===== config.mk =====
export PLATFORM = sky130hd
export DESIGN_NAME = vz_loader_flat
export DESIGN_NICKNAME = d
export VERILOG_FILES = /design/src/rtl/laser310_pkg.sv /design/src/rtl/vz_loader_if.sv /design/src/rtl/vz_byte_fifo.sv /design/src/rtl/vz_loader.sv /design/src/flat_wrapper.sv
export SDC_FILE = /design/constraint.sdc
export NUM_CORES = 1
export LEC_CHECK = 0
export ABC_CLOCK_PERIOD_IN_PS = 4440
export CAP_MARGIN = 30
export CORE_UTILIZATION = 35
export CTS_CLUSTER_DIAMETER = 100
export DETAILED_ROUTE_END_ITERATION = 7
export GPL_ROUTABILITY_DRIVEN = 1
export GPL_TIMING_DRIVEN = 0
export SLEW_MARGIN = 30
export SYNTH_ARGS = -nofsm -noshare
export SYNTH_HDL_FRONTEND = slang
export SYNTH_SLANG_ARGS = --single-unit

===== constraint.sdc =====
create_clock -name CLK42MHZ -period 4.44 [get_ports CLK42MHZ]
set_input_delay 0.666 -clock CLK42MHZ [delete_from_list [all_inputs] [get_ports CLK42MHZ]]
set_output_delay 0.666 -clock CLK42MHZ [all_outputs]
set_load 0.05 [all_outputs]

===== src/rtl/laser310_pkg.sv =====
// Shared types and constants for the VZ image loader of the Laser310 core.
// Latency: n/a, this file only holds declarations.
// Backpressure: n/a.
package laser310_pkg;

   typedef enum logic [2:0] {
      IDLE,
      HDR,
      DATA,
      PATCH_LO,
      PATCH_HI,
      DONE,
      DRAIN
   } vz_state_t;

   localparam int          VZ_HDR_LEN    = 24;
   localparam logic [7:0]  VZ_TYPE_BASIC = 8'hF0;
   localparam logic [7:0]  VZ_TYPE_MCODE = 8'hF1;

   // Header magic words, first file byte in the top byte.
   localparam logic [31:0] VZ_MAGIC_A    = 32'h565A_4630;  // "VZF0"
   localparam logic [31:0] VZ_MAGIC_B    = 32'h5645_5A46;  // "VEZF"

   // One buffered download byte together with its file offset.
   typedef struct packed {
      logic [15:0] addr;
      logic [7:0]  dat;
   } vz_entry_t;

   // Magic byte expected at header offset idx (0..3).
   function automatic logic [7:0] magic_byte(input logic [31:0] word, input logic [1:0] idx);
      logic [7:0] b;
      case (idx)
         2'd0:    b = word[31:24];
         2'd1:    b = word[23:16];
         2'd2:    b = word[15:8];
         default: b = word[7:0];
      endcase
      return b;
   endfunction

endpackage


===== src/rtl/vz_loader_if.sv =====
// Download-port and RAM-write-port bundle between hps_io, the loader and the arbiter.
// Latency: n/a, wiring only.
// Backpressure: dn_wait pauses the download side, ram_ack completes each RAM write.
interface vz_loader_if;
   logic        dn_download;
   logic        dn_wr;
   logic [15:0] dn_addr;
   logic [7:0]  dn_data;
   logic [7:0]  dn_index;
   logic        dn_wait;
   logic [15:0] ram_addr;
   logic [7:0]  ram_data;
   logic        ram_req;
   logic        ram_ack;

   // Environment side: HPS download source plus memory arbiter.
   modport master (
      output dn_download, dn_wr, dn_addr, dn_data, dn_index, ram_ack,
      input  dn_wait, ram_addr, ram_data, ram_req
   );

   // Loader side.
   modport slave (
      input  dn_download, dn_wr, dn_addr, dn_data, dn_index, ram_ack,
      output dn_wait, ram_addr, ram_data, ram_req
   );
endinterface


===== src/rtl/vz_byte_fifo.sv =====
// Synchronous FIFO of {file offset, byte} decoupling the HPS download from RAM writes.
// Latency: a pushed entry is visible at head_o the cycle after the push.
// Backpressure: push is ignored while full_o, pop is ignored while empty_o.
module vz_byte_fifo
   import laser310_pkg::*;
#(
   parameter int DEPTH = 4
) (
   input  logic      clk_i,
   input  logic      rst_n_i,
   input  logic      push_i,
   input  vz_entry_t push_dat_i,
   input  logic      pop_i,
   output vz_entry_t head_o,
   output logic      full_o,
   output logic      empty_o
);
   localparam int AW = (DEPTH > 1) ? $clog2(DEPTH) : 1;
   localparam int CW = AW + 1;

   vz_entry_t         mem_q [DEPTH];
   logic [AW-1:0]     wr_ptr_q;
   logic [AW-1:0]     rd_ptr_q;
   logic [CW-1:0]     cnt_q;
   logic              push_ok;
   logic              pop_ok;

   assign full_o  = (cnt_q == CW'(DEPTH));
   assign empty_o = (cnt_q == '0);
   assign push_ok = push_i & ~full_o;
   assign pop_ok  = pop_i & ~empty_o;
   assign head_o  = mem_q[rd_ptr_q];

   // Storage, pointers and occupancy; depth is a power of two so pointers wrap naturally.
   always_ff @(posedge clk_i or negedge rst_n_i) begin
      if (!rst_n_i) begin
         for (int i = 0; i < DEPTH; i++) mem_q[i] <= '0;
         wr_ptr_q <= '0;
         rd_ptr_q <= '0;
         cnt_q    <= '0;
      end else begin
         if (push_ok) begin
            mem_q[wr_ptr_q] <= push_dat_i;
            wr_ptr_q        <= wr_ptr_q + AW'(1);
         end
         if (pop_ok) rd_ptr_q <= rd_ptr_q + AW'(1);
         case ({push_ok, pop_ok})
            2'b10:   cnt_q <= cnt_q + CW'(1);
            2'b01:   cnt_q <= cnt_q - CW'(1);
            default: cnt_q <= cnt_q;
         endcase
      end
   end
endmodule


===== src/rtl/vz_loader.sv =====
// Turns an HPS .VZ download into Z80 RAM writes and patches the BASIC-end or USR pointer.
// Latency: a byte offered to an empty FIFO raises ram_req 2 cycles after its dn_wr cycle.
// Backpressure: dn_wait while the byte FIFO is full; each RAM write holds ram_req until ram_ack.
module vz_loader
   import laser310_pkg::*;
#(
   parameter logic [7:0]  VZ_INDEX      = 8'd1,
   parameter int          FIFO_DEPTH    = 4,
   parameter logic [15:0] BASIC_END_PTR = 16'h78F9,
   parameter logic [15:0] USR_PTR       = 16'h788E
) (
   input  logic       CLK42MHZ,
   input  logic       RESET,
   vz_loader_if.slave bus,
   output logic       cpu_hold,
   output logic       load_done,
   output logic       load_err,
   output logic       load_ovf
);
   vz_state_t   state_q;
   logic        dl_q;
   logic        ram_req_q;
   logic [15:0] ram_addr_q;
   logic [7:0]  ram_data_q;
   logic        cpu_hold_q;
   logic        load_done_q;
   logic        load_err_q;
   logic        load_ovf_q;
   logic        written_q;
   logic        mag_a_q;
   logic        mag_b_q;
   logic [7:0]  type_q;
   logic [15:0] start_q;
   logic [15:0] end_q;

   logic        sel;
   logic        push;
   logic        pop;
   logic        rise;
   logic        fifo_full;
   logic        fifo_empty;
   vz_entry_t   in_ent;
   vz_entry_t   head;
   logic [16:0] tgt_d;
   logic [15:0] end_d;
   logic        mag_a_d;
   logic        mag_b_d;
   logic [15:0] patch_ptr;
   logic [15:0] patch_val;

   assign sel         = (bus.dn_index == VZ_INDEX);
   assign push        = bus.dn_download & bus.dn_wr & sel;
   assign rise        = bus.dn_download & ~dl_q & sel;
   assign in_ent.addr = bus.dn_addr;
   assign in_ent.dat  = bus.dn_data;

   vz_byte_fifo #(.DEPTH(FIFO_DEPTH)) u_fifo (
      .clk_i      (CLK42MHZ),
      .rst_n_i    (RESET),
      .push_i     (push),
      .push_dat_i (in_ent),
      .pop_i      (pop),
      .head_o     (head),
      .full_o     (fifo_full),
      .empty_o    (fifo_empty)
   );

   // Target address is 17 bits wide so a payload running past FFFF is detectable.
   assign tgt_d     = {1'b0, start_q} + {1'b0, head.addr} - 17'(VZ_HDR_LEN);
   assign end_d     = (tgt_d[15:0] == 16'hFFFF) ? 16'hFFFF : tgt_d[15:0] + 16'd1;
   assign mag_a_d   = mag_a_q & (head.dat == magic_byte(VZ_MAGIC_A, head.addr[1:0]));
   assign mag_b_d   = mag_b_q & (head.dat == magic_byte(VZ_MAGIC_B, head.addr[1:0]));
   assign patch_ptr = (type_q == VZ_TYPE_BASIC) ? BASIC_END_PTR : USR_PTR;
   assign patch_val = (type_q == VZ_TYPE_BASIC) ? end_q : start_q;

   // Pop one entry per cycle; IDLE flushes bytes of ignored downloads, DATA waits for the write to finish.
   always_comb begin
      pop = 1'b0;
      case (state_q)
         IDLE, HDR, DRAIN: pop = ~fifo_empty;
         DATA:             pop = ~fifo_empty & ~ram_req_q;
         default:          pop = 1'b0;
      endcase
   end

   // Load sequencer with registered RAM-port and status outputs.
   always_ff @(posedge CLK42MHZ or negedge RESET) begin
      if (!RESET) begin
         state_q     <= IDLE;
         dl_q        <= 1'b0;
         ram_req_q   <= 1'b0;
         ram_addr_q  <= '0;
         ram_data_q  <= '0;
         cpu_hold_q  <= 1'b0;
         load_done_q <= 1'b0;
         load_err_q  <= 1'b0;
         load_ovf_q  <= 1'b0;
         written_q   <= 1'b0;
         mag_a_q     <= 1'b0;
         mag_b_q     <= 1'b0;
         type_q      <= '0;
         start_q     <= '0;
         end_q       <= '0;
      end else begin
         dl_q        <= bus.dn_download;
         load_done_q <= 1'b0;
         case (state_q)
            IDLE: begin
               if (rise) begin
                  state_q    <= HDR;
                  cpu_hold_q <= 1'b1;
                  load_err_q <= 1'b0;
                  load_ovf_q <= 1'b0;
                  written_q  <= 1'b0;
                  mag_a_q    <= 1'b1;
                  mag_b_q    <= 1'b1;
                  type_q     <= '0;
                  start_q    <= '0;
                  end_q      <= '0;
               end
            end
            HDR: begin
               if (!fifo_empty) begin
                  if (head.addr < 16'd4) begin
                     mag_a_q <= mag_a_d;
                     mag_b_q <= mag_b_d;
                     if (!mag_a_d && !mag_b_d) begin
                        load_err_q <= 1'b1;
                        state_q    <= DRAIN;
                     end
                  end else if (head.addr == 16'd21) begin
                     type_q <= head.dat;
                     if (head.dat != VZ_TYPE_BASIC && head.dat != VZ_TYPE_MCODE) begin
                        load_err_q <= 1'b1;
                        state_q    <= DRAIN;
                     end
                  end else if (head.addr == 16'd22) begin
                     start_q[7:0] <= head.dat;
                  end else if (head.addr == 16'd23) begin
                     start_q[15:8] <= head.dat;
                     state_q       <= DATA;
                  end else if (head.addr >= 16'(VZ_HDR_LEN)) begin
                     // Payload before a complete header: offset 23 never arrived.
                     load_err_q <= 1'b1;
                     state_q    <= DRAIN;
                  end
               end else if (!bus.dn_download) begin
                  // File ended inside the header.
                  load_err_q <= 1'b1;
                  state_q    <= DRAIN;
               end
            end
            DATA: begin
               if (ram_req_q) begin
                  if (bus.ram_ack) ram_req_q <= 1'b0;
               end else if (!fifo_empty) begin
                  if (head.addr >= 16'(VZ_HDR_LEN)) begin
                     if (tgt_d[16]) begin
                        load_ovf_q <= 1'b1;
                     end else begin
                        ram_addr_q <= tgt_d[15:0];
                        ram_data_q <= head.dat;
                        ram_req_q  <= 1'b1;
                        written_q  <= 1'b1;
                        end_q      <= end_d;
                     end
                  end
               end else if (!bus.dn_download) begin
                  if (written_q) begin
                     state_q    <= PATCH_LO;
                     ram_addr_q <= patch_ptr;
                     ram_data_q <= patch_val[7:0];
                     ram_req_q  <= 1'b1;
                  end else begin
                     state_q     <= DONE;
                     load_done_q <= 1'b1;
                  end
               end
            end
            PATCH_LO: begin
               // Request stays high: the high-byte write follows straight after the ack.
               if (bus.ram_ack) begin
                  state_q    <= PATCH_HI;
                  ram_addr_q <= patch_ptr + 16'd1;
                  ram_data_q <= patch_val[15:8];
               end
            end
            PATCH_HI: begin
               if (bus.ram_ack) begin
                  state_q     <= DONE;
                  ram_req_q   <= 1'b0;
                  load_done_q <= 1'b1;
               end
            end
            DONE: begin
               cpu_hold_q <= 1'b0;
               state_q    <= IDLE;
            end
            DRAIN: begin
               if (!bus.dn_download && fifo_empty) begin
                  cpu_hold_q <= 1'b0;
                  state_q    <= IDLE;
               end
            end
            default: state_q <= IDLE;
         endcase
      end
   end

   assign bus.dn_wait  = fifo_full;
   assign bus.ram_addr = ram_addr_q;
   assign bus.ram_data = ram_data_q;
   assign bus.ram_req  = ram_req_q;
   assign cpu_hold     = cpu_hold_q;
   assign load_done    = load_done_q;
   assign load_err     = load_err_q;
   assign load_ovf     = load_ovf_q;
endmodule


===== src/flat_wrapper.sv =====
// flat-port wrapper written by rule: the top's interface ports become plain ports
module vz_loader_flat import laser310_pkg::*;
#(
   parameter logic [7:0]  VZ_INDEX      = 8'd1,
   parameter int          FIFO_DEPTH    = 4,
   parameter logic [15:0] BASIC_END_PTR = 16'h78F9,
   parameter logic [15:0] USR_PTR       = 16'h788E
)
  (CLK42MHZ, RESET, cpu_hold, load_done, load_err, load_ovf, bus_dn_download, bus_dn_wr, bus_dn_addr, bus_dn_data, bus_dn_index, bus_ram_ack, bus_dn_wait, bus_ram_addr, bus_ram_data, bus_ram_req);
  vz_loader_if bus_i ();
  input  logic CLK42MHZ;
  input  logic RESET;
  output logic cpu_hold;
  output logic load_done;
  output logic load_err;
  output logic load_ovf;
  input wire logic [$bits(bus_i.dn_download)-1:0] bus_dn_download;
  input wire logic [$bits(bus_i.dn_wr)-1:0] bus_dn_wr;
  input wire logic [$bits(bus_i.dn_addr)-1:0] bus_dn_addr;
  input wire logic [$bits(bus_i.dn_data)-1:0] bus_dn_data;
  input wire logic [$bits(bus_i.dn_index)-1:0] bus_dn_index;
  input wire logic [$bits(bus_i.ram_ack)-1:0] bus_ram_ack;
  output wire logic [$bits(bus_i.dn_wait)-1:0] bus_dn_wait;
  output wire logic [$bits(bus_i.ram_addr)-1:0] bus_ram_addr;
  output wire logic [$bits(bus_i.ram_data)-1:0] bus_ram_data;
  output wire logic [$bits(bus_i.ram_req)-1:0] bus_ram_req;
  assign bus_i.dn_download = bus_dn_download;
  assign bus_i.dn_wr = bus_dn_wr;
  assign bus_i.dn_addr = bus_dn_addr;
  assign bus_i.dn_data = bus_dn_data;
  assign bus_i.dn_index = bus_dn_index;
  assign bus_i.ram_ack = bus_ram_ack;
  assign bus_dn_wait = bus_i.dn_wait;
  assign bus_ram_addr = bus_i.ram_addr;
  assign bus_ram_data = bus_i.ram_data;
  assign bus_ram_req = bus_i.ram_req;
  vz_loader #(.VZ_INDEX(VZ_INDEX), .FIFO_DEPTH(FIFO_DEPTH), .BASIC_END_PTR(BASIC_END_PTR), .USR_PTR(USR_PTR)) u_core (.CLK42MHZ(CLK42MHZ), .RESET(RESET), .bus(bus_i), .cpu_hold(cpu_hold), .load_done(load_done), .load_err(load_err), .load_ovf(load_ovf));
endmodule

* Word-level counts from Yosys, hierarchy flattened
Index checks and enable logic that the tools add are counted.
** Storage, ports and cells
- Register bits :: 179
- Latch bits :: 0
- Memory bits (writable) :: 0
- Memory bits (read-only) :: 0
- Input port bits :: 37
- Output and inout port bits :: 30
- Memories kept :: 0
** Cells by class
- Add/sub/neg operators :: 8
- Multiply operators :: 0
- Divide/modulo/power cells :: 0
- $lt $le $gt $ge :: 5
- Equal/unequal tests :: 51
- Shift-type cells :: 0
- Multiplexer cells :: 110
- Bitwise operators :: 15
- Reductions and logical operators :: 28
** Operator list (count)
- 16-bit two-way mux :: 17
- 8-bit two-way mux :: 14
- 96-bit bitwise mux :: 1
- 16-bit case mux with 2 select lines :: 3
- 24-bit two-way mux :: 3
- 3-bit two-way mux :: 17
- 24-bit binary-select mux with 2-bit select :: 1
- 24-bit demux with 2-bit select :: 1
- 16-bit by 5-bit == test with 1-bit output, second input constant :: 3
- 1-bit two-way mux :: 37
- 16-bit by 1-bit adder with 16-bit output, second input constant :: 2
- 8-bit case mux with 2 select lines :: 2
- 7-bit case mux with 3 select lines :: 1
- 2-bit != test, second input constant :: 10
- 2-bit by 1-bit != test with 1-bit output, second input constant :: 9
- 3-bit case mux with 6 select lines :: 1
- 6-bit AND reduction :: 3
- 16-bit by 16-bit adder with 17-bit output :: 1
- 17-bit by 5-bit subtractor with 17-bit output, second input constant :: 1
- 16-bit == test, second input constant :: 1
- 8-bit by 7-bit == test with 1-bit output :: 2
- 16-bit by 5-bit greater-or-equal comparator with 1-bit output, second input constant :: 1
- 16-bit by 3-bit < comparator with 1-bit output, second input constant :: 1
- 8-bit != test, second input constant :: 2
- 42 further kinds :: 83

* Longest topological paths before layout
- Word-level depth :: 14
- Gate-level depth with buffers :: 17
- Depth with buffers taken out :: 13

* Modules after synthesis
From an unflattened synthesis, not the netlist that was laid out.
** Unflattened totals
- Cells, all modules :: 907
- Area, all modules :: 10124.7 µm²
** Modules (own cells, without submodules)
- vz_loader :: instances 1, cells an instance 637, area an instance 5546.6 µm², seq. area each 1901.8 µm²
- vz_byte_fifo :: instances 1, cells an instance 270, area an instance 4578.1 µm², seq. area each 2577.5 µm²

* Worst setup path before layout
No wires, ideal clock.
- Path kind :: reg-to-reg
- Start :: register u_core.u_fifo.rd_ptr_q[0]
- End :: register u_core.end_q[10]
- Setup time :: 124 ps
- Arrival time :: 4256 ps
- Required time :: 4316 ps
- Setup slack :: 60 ps
- Stages on the path, launching flop included :: 18
- Path buffers :: 4
- Period minus slack after synthesis :: 4380 ps
- Cell sequence :: dfrtp_1 > buf_6 > buf_12 > buf_12 > mux4_2 > ha_1 > ha_1 > inv_1 > fa_1 > nor2b_1 > o2111ai_1 > a211o_1 > a221oi_1 > nor2_1 > and4_1 > a21oi_1 > buf_2 > a21oi_1
** On the way
- Longest elaborated chain between the ends :: 13
- Elaborated cells between the ends (all ways) :: 18
- Classes of those cells :: add/sub: 3; order compare: 1; eq/ne: 3; mux: 9; bitwise: 1; reduce/logical: 1
** RTL lines
- from (decl) :: line vz_byte_fifo.sv:23 : logic [AW-1:0] rd_ptr_q;
- from (signal assigned) :: line vz_byte_fifo.sv:46 : if (pop_ok) rd_ptr_q <= rd_ptr_q + AW'(1);
- 2-bit inverter with 3-bit output (implied by the code) (*) :: line vz_byte_fifo.sv:32 : assign head_o = mem_q[rd_ptr_q];
- 24-bit binary-select mux with 2-bit select (*) :: line vz_byte_fifo.sv:32
- 24-bit two-way mux (implied by the code) (*) (2 in series) :: line vz_byte_fifo.sv:32
- 16-bit by 16-bit adder with 17-bit output :: line vz_loader.sv:69 : assign tgt_d = {1'b0, start_q} + {1'b0, head.addr} - 17'(VZ_HDR_LEN);
- 17-bit by 5-bit subtractor with 17-bit output :: line vz_loader.sv:69
- 16-bit by 1-bit adder with 16-bit output or 16-bit == test (tied branches) :: line vz_loader.sv:70 : assign end_d = (tgt_d[15:0] == 16'hFFFF) ? 16'hFFFF : tgt_d[15:0] + 16'd1;
- 16-bit two-way mux :: line vz_loader.sv:70
- 16-bit two-way mux :: line vz_loader.sv:158 : if (tgt_d[16]) begin
- 16-bit two-way mux :: line vz_loader.sv:157 : if (head.addr >= 16'(VZ_HDR_LEN)) begin
- 16-bit two-way mux :: line vz_loader.sv:156 : end else if (!fifo_empty) begin
- 16-bit two-way mux :: line vz_loader.sv:154 : if (ram_req_q) begin
- 16-bit case mux with 2 select lines :: line vz_loader.sv:107 : case (state_q)
- to (signal assigned) :: line vz_loader.sv:165 : end_q <= end_d;
- to (decl) :: line vz_loader.sv:34 : logic [15:0] end_q;
Every way passes the cells marked *; elsewhere a longest branch is shown, timed or not. The select of a mux whose other input is x is not followed.
A chain may end at the register's enable or synchronous reset.

* Worst setup path after layout
- Start :: register u_core.u_fifo.rd_ptr_q[0]
- End :: register u_core.end_q[13]
The elaborated chain is that of the path after synthesis.

==> results by group <==
Global routing
  • GR Overflow Total: 0
  • Initial antenna violation count: 0
  • Grt met3 use: 2.609%
  • GR peak layer: met2
  • Met2 Track Usage GR: 28.12%
  • Total track usage: 18.27%
  • Pin count of the biggest net entering global routing: 87
  • Met1 Usage GRT: between 20% and 30%
  • First-pass GRT wire length: 41.23 mm
  • Vias in the first global route: 7,440

Floorplanning
  • # rows: roughly 60
  • DIE WIDTH: 172.0 um
  • Die area: 0.02960 mm^2
  • I/O Pins: 67
  • Starting Density: 36.03%
  • Core area: 0.02809 mm^2
  • Die Y-Extent: 172.0 um

Clock network
  • Clk Latency, worst-skew pair: approximately 0.44 ns
  • CTS sink cnt: around 180
  • Clk buf depth: 2
  • Hold buffer count at cts: 0
  • H-tree levels: 4
  • Clk pin slew, worst setup/hold paths: 0.08 ns
  • CTS Root Cell: clkbuf_16
  • CTS tree: built
  • Num CTS Buffers: 17

Timing
  • Fin. Hold Viols: 0
  • Max Slew Vio Count: 0
  • Final period demand of the worst path: 4.346 ns
  • Layout Skew: 0.01478 ns
  • Worst slew margin: between 30% and 40%
  • Fin crit share: 97.89%
  • Fmax: 230.1 MHz
  • Setup Viol. Count Final: 0
  • Slew of the pin with the lowest slew margin: around 0.94 ns
  • Final setup TNS: 0 ns
  • RSZ-0062 raised after global routing: true

Drt
  • First-pass detailed-route iteration total: 5
  • Via-to-Cell Ratio: 5.277
  • Drt first-iter violations: 446
  • DRC viols: 0
  • Total wire length: 26.22 mm
  • Final antenna-violating net count: 0
  • Vias: 7,710
  • Wire per inst: 17.95 um

Worst setup path
  • FF-to-FF path depth: 16
  • CP Max Fanout: 7
  • Crit. End Element: flop
  • Crit path launch type: flop
  • Setup CP Type: flop to flop
  • CP required: 4.81 ns
  • Arrival @ worst endpoint: 4.72 ns

Final layout
  • Post-Layout Cell Count: 1,461
  • Share of cells above drive strength 1: a little under a quarter
  • Final #Nets: 1,146
  • Antenna cells: 0
  • Synth-to-Final Area Change: 23.50%
  • Layout fillers: 2,709
  • Fin area: approximately 0.012 mm^2

Status
  • Status: finished clean

Logic synthesis
  • Synth cell types: 69
  • Post-Syn Area: about 0.01 mm^2
  • Syn. warnings: 0
  • Post-synth EDFFs: 0
  • Syn Nets: approximately 1,000
  • Synth Instances: 945
  • Mean Syn Cell Area: 10.71 um^2
  • Main synth FF type: dfrtp_1
  • Sequential share of the synthesized area: 44.26%
  • Post-synth ARST share: 100.0%
  • Yosys reg bits: between 150 and 200

Pwr
  • Pleak: 5.723 nW
  • Power Density: 432.5 mW/mm^2
  • Worst VDD drop: 0.2001 mV

Placement
  • Gpl congestion: 0.8700
  • Detailed Place HPWL: 19.18 mm
  • # placed instances: around 1,400
  • PortBufs: 66
  • Area after DPL: 0.01132 mm^2

Run
  • Max-cap violations: 0

Hold path
  • Worst Hold Class: input pin to async pin
-- placed cells by master, fill, tap and decap left out, types with 4 or more instances in the layout --
cell             count
a211oi_1             5
a21o_1              14
a21oi_1             45
a21oi_2              6
and2_1              11
buf_12               4
buf_2                7
buf_4               37
buf_6                4
clkbuf_1            31
clkbuf_16           17
clkdlybuf4s50_1     65
dfrtp_1            179
ha_1                35
inv_1               67
inv_8                4
mux2_1               7
mux2_2             104
mux2i_1             19
mux4_1               7
mux4_2              17
nand2_1             95
nand2b_1             8
nand3_1             18
nand3b_1             5
nand4_1             10
nor2_1              36
nor2b_1              6
nor3_1              14
nor4_1               5
o211ai_1            16
o21a_1               8
o21ai_0             27
o21ai_1             20
o22ai_1              4
o31ai_1              6
or3_1                8
xnor2_1             10
xor2_1              10
-- metal layers --
metal  wire [um]  vias up  part of all wire (%)
met3        1008       25                   3.8
met2       11970      172                    46
met4         520        0                   2.0
li1            -     3654                     -
met5           0        -                     0
met1       12720     3859                    49
-- path summary, 6_finish.rpt --
path	start	slack, ns	end
max reg2reg	u_core.u_fifo.rd_ptr_q[0]$_DFFE_PN0P_	0.09	u_core.end_q[13]$_DFFE_PN0P_
max in group asynchronous	RESET	3.24	u_core.start_q[10]$_DFFE_PN0P_
min in group CLK42MHZ	u_core.start_q[6]$_DFFE_PN0P_	0.49	u_core.start_q[6]$_DFFE_PN0P_
max	u_core.u_fifo.rd_ptr_q[0]$_DFFE_PN0P_	0.09	u_core.end_q[13]$_DFFE_PN0P_
min	RESET	0.14	u_core.bus.ram_data[7]$_DFFE_PN0P_
min reg2reg	u_core.start_q[6]$_DFFE_PN0P_	0.49	u_core.start_q[6]$_DFFE_PN0P_
-- worst max-delay path: stages (launching register included) --
cell and delay [ns]:
dfrtp_1 0.36, buf_6 0.13, buf_12 0.13, buf_12 0.10, mux4_2 0.59, ha_4 0.32, ha_4 0.13, inv_1 0.05
fa_2 0.39, nor2b_4 0.18, o2111ai_4 0.22, a211o_1 0.35, a41oi_2 0.17, o211ai_1 0.27, or4_4 0.60, a21oi_2 0.14
a311o_1 0.12
-- power by group --
group	internal, mW	total [mW]	switching (mW)	leakage (nW)
logic	0.801	1.93	1.13	3.04
registers	1.77	1.87	0.0975	2.38
clock network	0.876	1.61	0.729	0.304
-- synthesized netlist by cell type (5+ instances only) --
master	instances	area (um^2)
nand3_1	18	90.09
o21ai_1	19	95.09
mux2_2	104	1171
nor2_1	38	142.6
buf_2	10	50.05
dfrtp_1	179	4479
inv_1	67	251.5
nor2b_1	7	43.79
nor3_1	16	80.08
o21a_1	8	60.06
ha_1	37	462.9
clkbuf_1	33	123.9
mux2i_1	19	190.2
nand3b_1	5	37.54
nand2b_1	8	50.05
mux4_1	9	236.5
o21ai_0	29	145.1
nand4_1	10	62.56
nor4_1	6	37.54
nand2_1	96	360.4
xor2_1	12	105.1
xnor2_1	10	87.58
o211ai_1	16	120.1
or3_1	8	50.05
and2_1	11	68.82
a21o_1	14	105.1
mux4_2	15	337.8
mux2_1	7	78.83
a211oi_1	7	52.55
a21oi_1	53	265.3
o31ai_1	7	52.55
-- registers in the layout, summed over array words and instances (netlist names), 2 cells and up --
signal and flops:
u_core.u_fifo.mem_q 96, u_core.bus.ram_addr 16, u_core.end_q 16, u_core.start_q 16
u_core.bus.ram_data 8, u_core.type_q 8, u_core.state_q 3, u_core.u_fifo.cnt_q 3
u_core.u_fifo.rd_ptr_q 2, u_core.u_fifo.wr_ptr_q 2
-- timing repair --
action	in CTS	in global routing
pin swaps	6	15
endpoints found under the hold margin	0	0
resized for setup	24	32
gates cloned	1	0
setup buffers	10	27
endpoints found under the setup margin	39	34
-- logic make-up (layout without fill, tap and decap cells) --
group | count (synthesis) | in the layout | share of synthesized area, %
xor gates and xnor gates | 22 | 22 | 1.904
DFF | 179 | 179 | 44.26
AOI/OAI and AO/OA | 187 | 187 | 11.87
buffers and inverters | 115 | 253 | 4.785
and+or+nand+nor | 248 | 248 | 12.15
adders and majority gates | 39 | 39 | 4.970
muxes | 155 | 155 | 20.05
-- final cells by class --
cell class,instances,area [um^2],share of cell area (%)
Inverter,67,251.5,2.012
Timing Repair Buffer,107,1040,8.319
Tap cell,378,473.0,3.784
Sequential cell,179,4479,35.84
Clock buffer,18,439.2,3.514
Clock inverter,14,188.9,1.512
Multi-Input combinational cell,651,5379,43.04
Buffer,47,247.7,1.982
-- through the flow --
step	power, mW	hold WS (ns)	setup slack, ns	utilization, %
floorplan	3.068	0.3704	0.06029	-
global placement	3.582	0.4591	-5.086	40.07
detailed placement	3.613	0.4721	-1.021	40.32
CTS	5.279	0.1527	0.01342	43.29
global route	5.668	0.1706	-0.05107	44.50
finish	5.406	0.1385	0.09351	44.50
No activity file was read; power rests on OpenSTA's default activity.
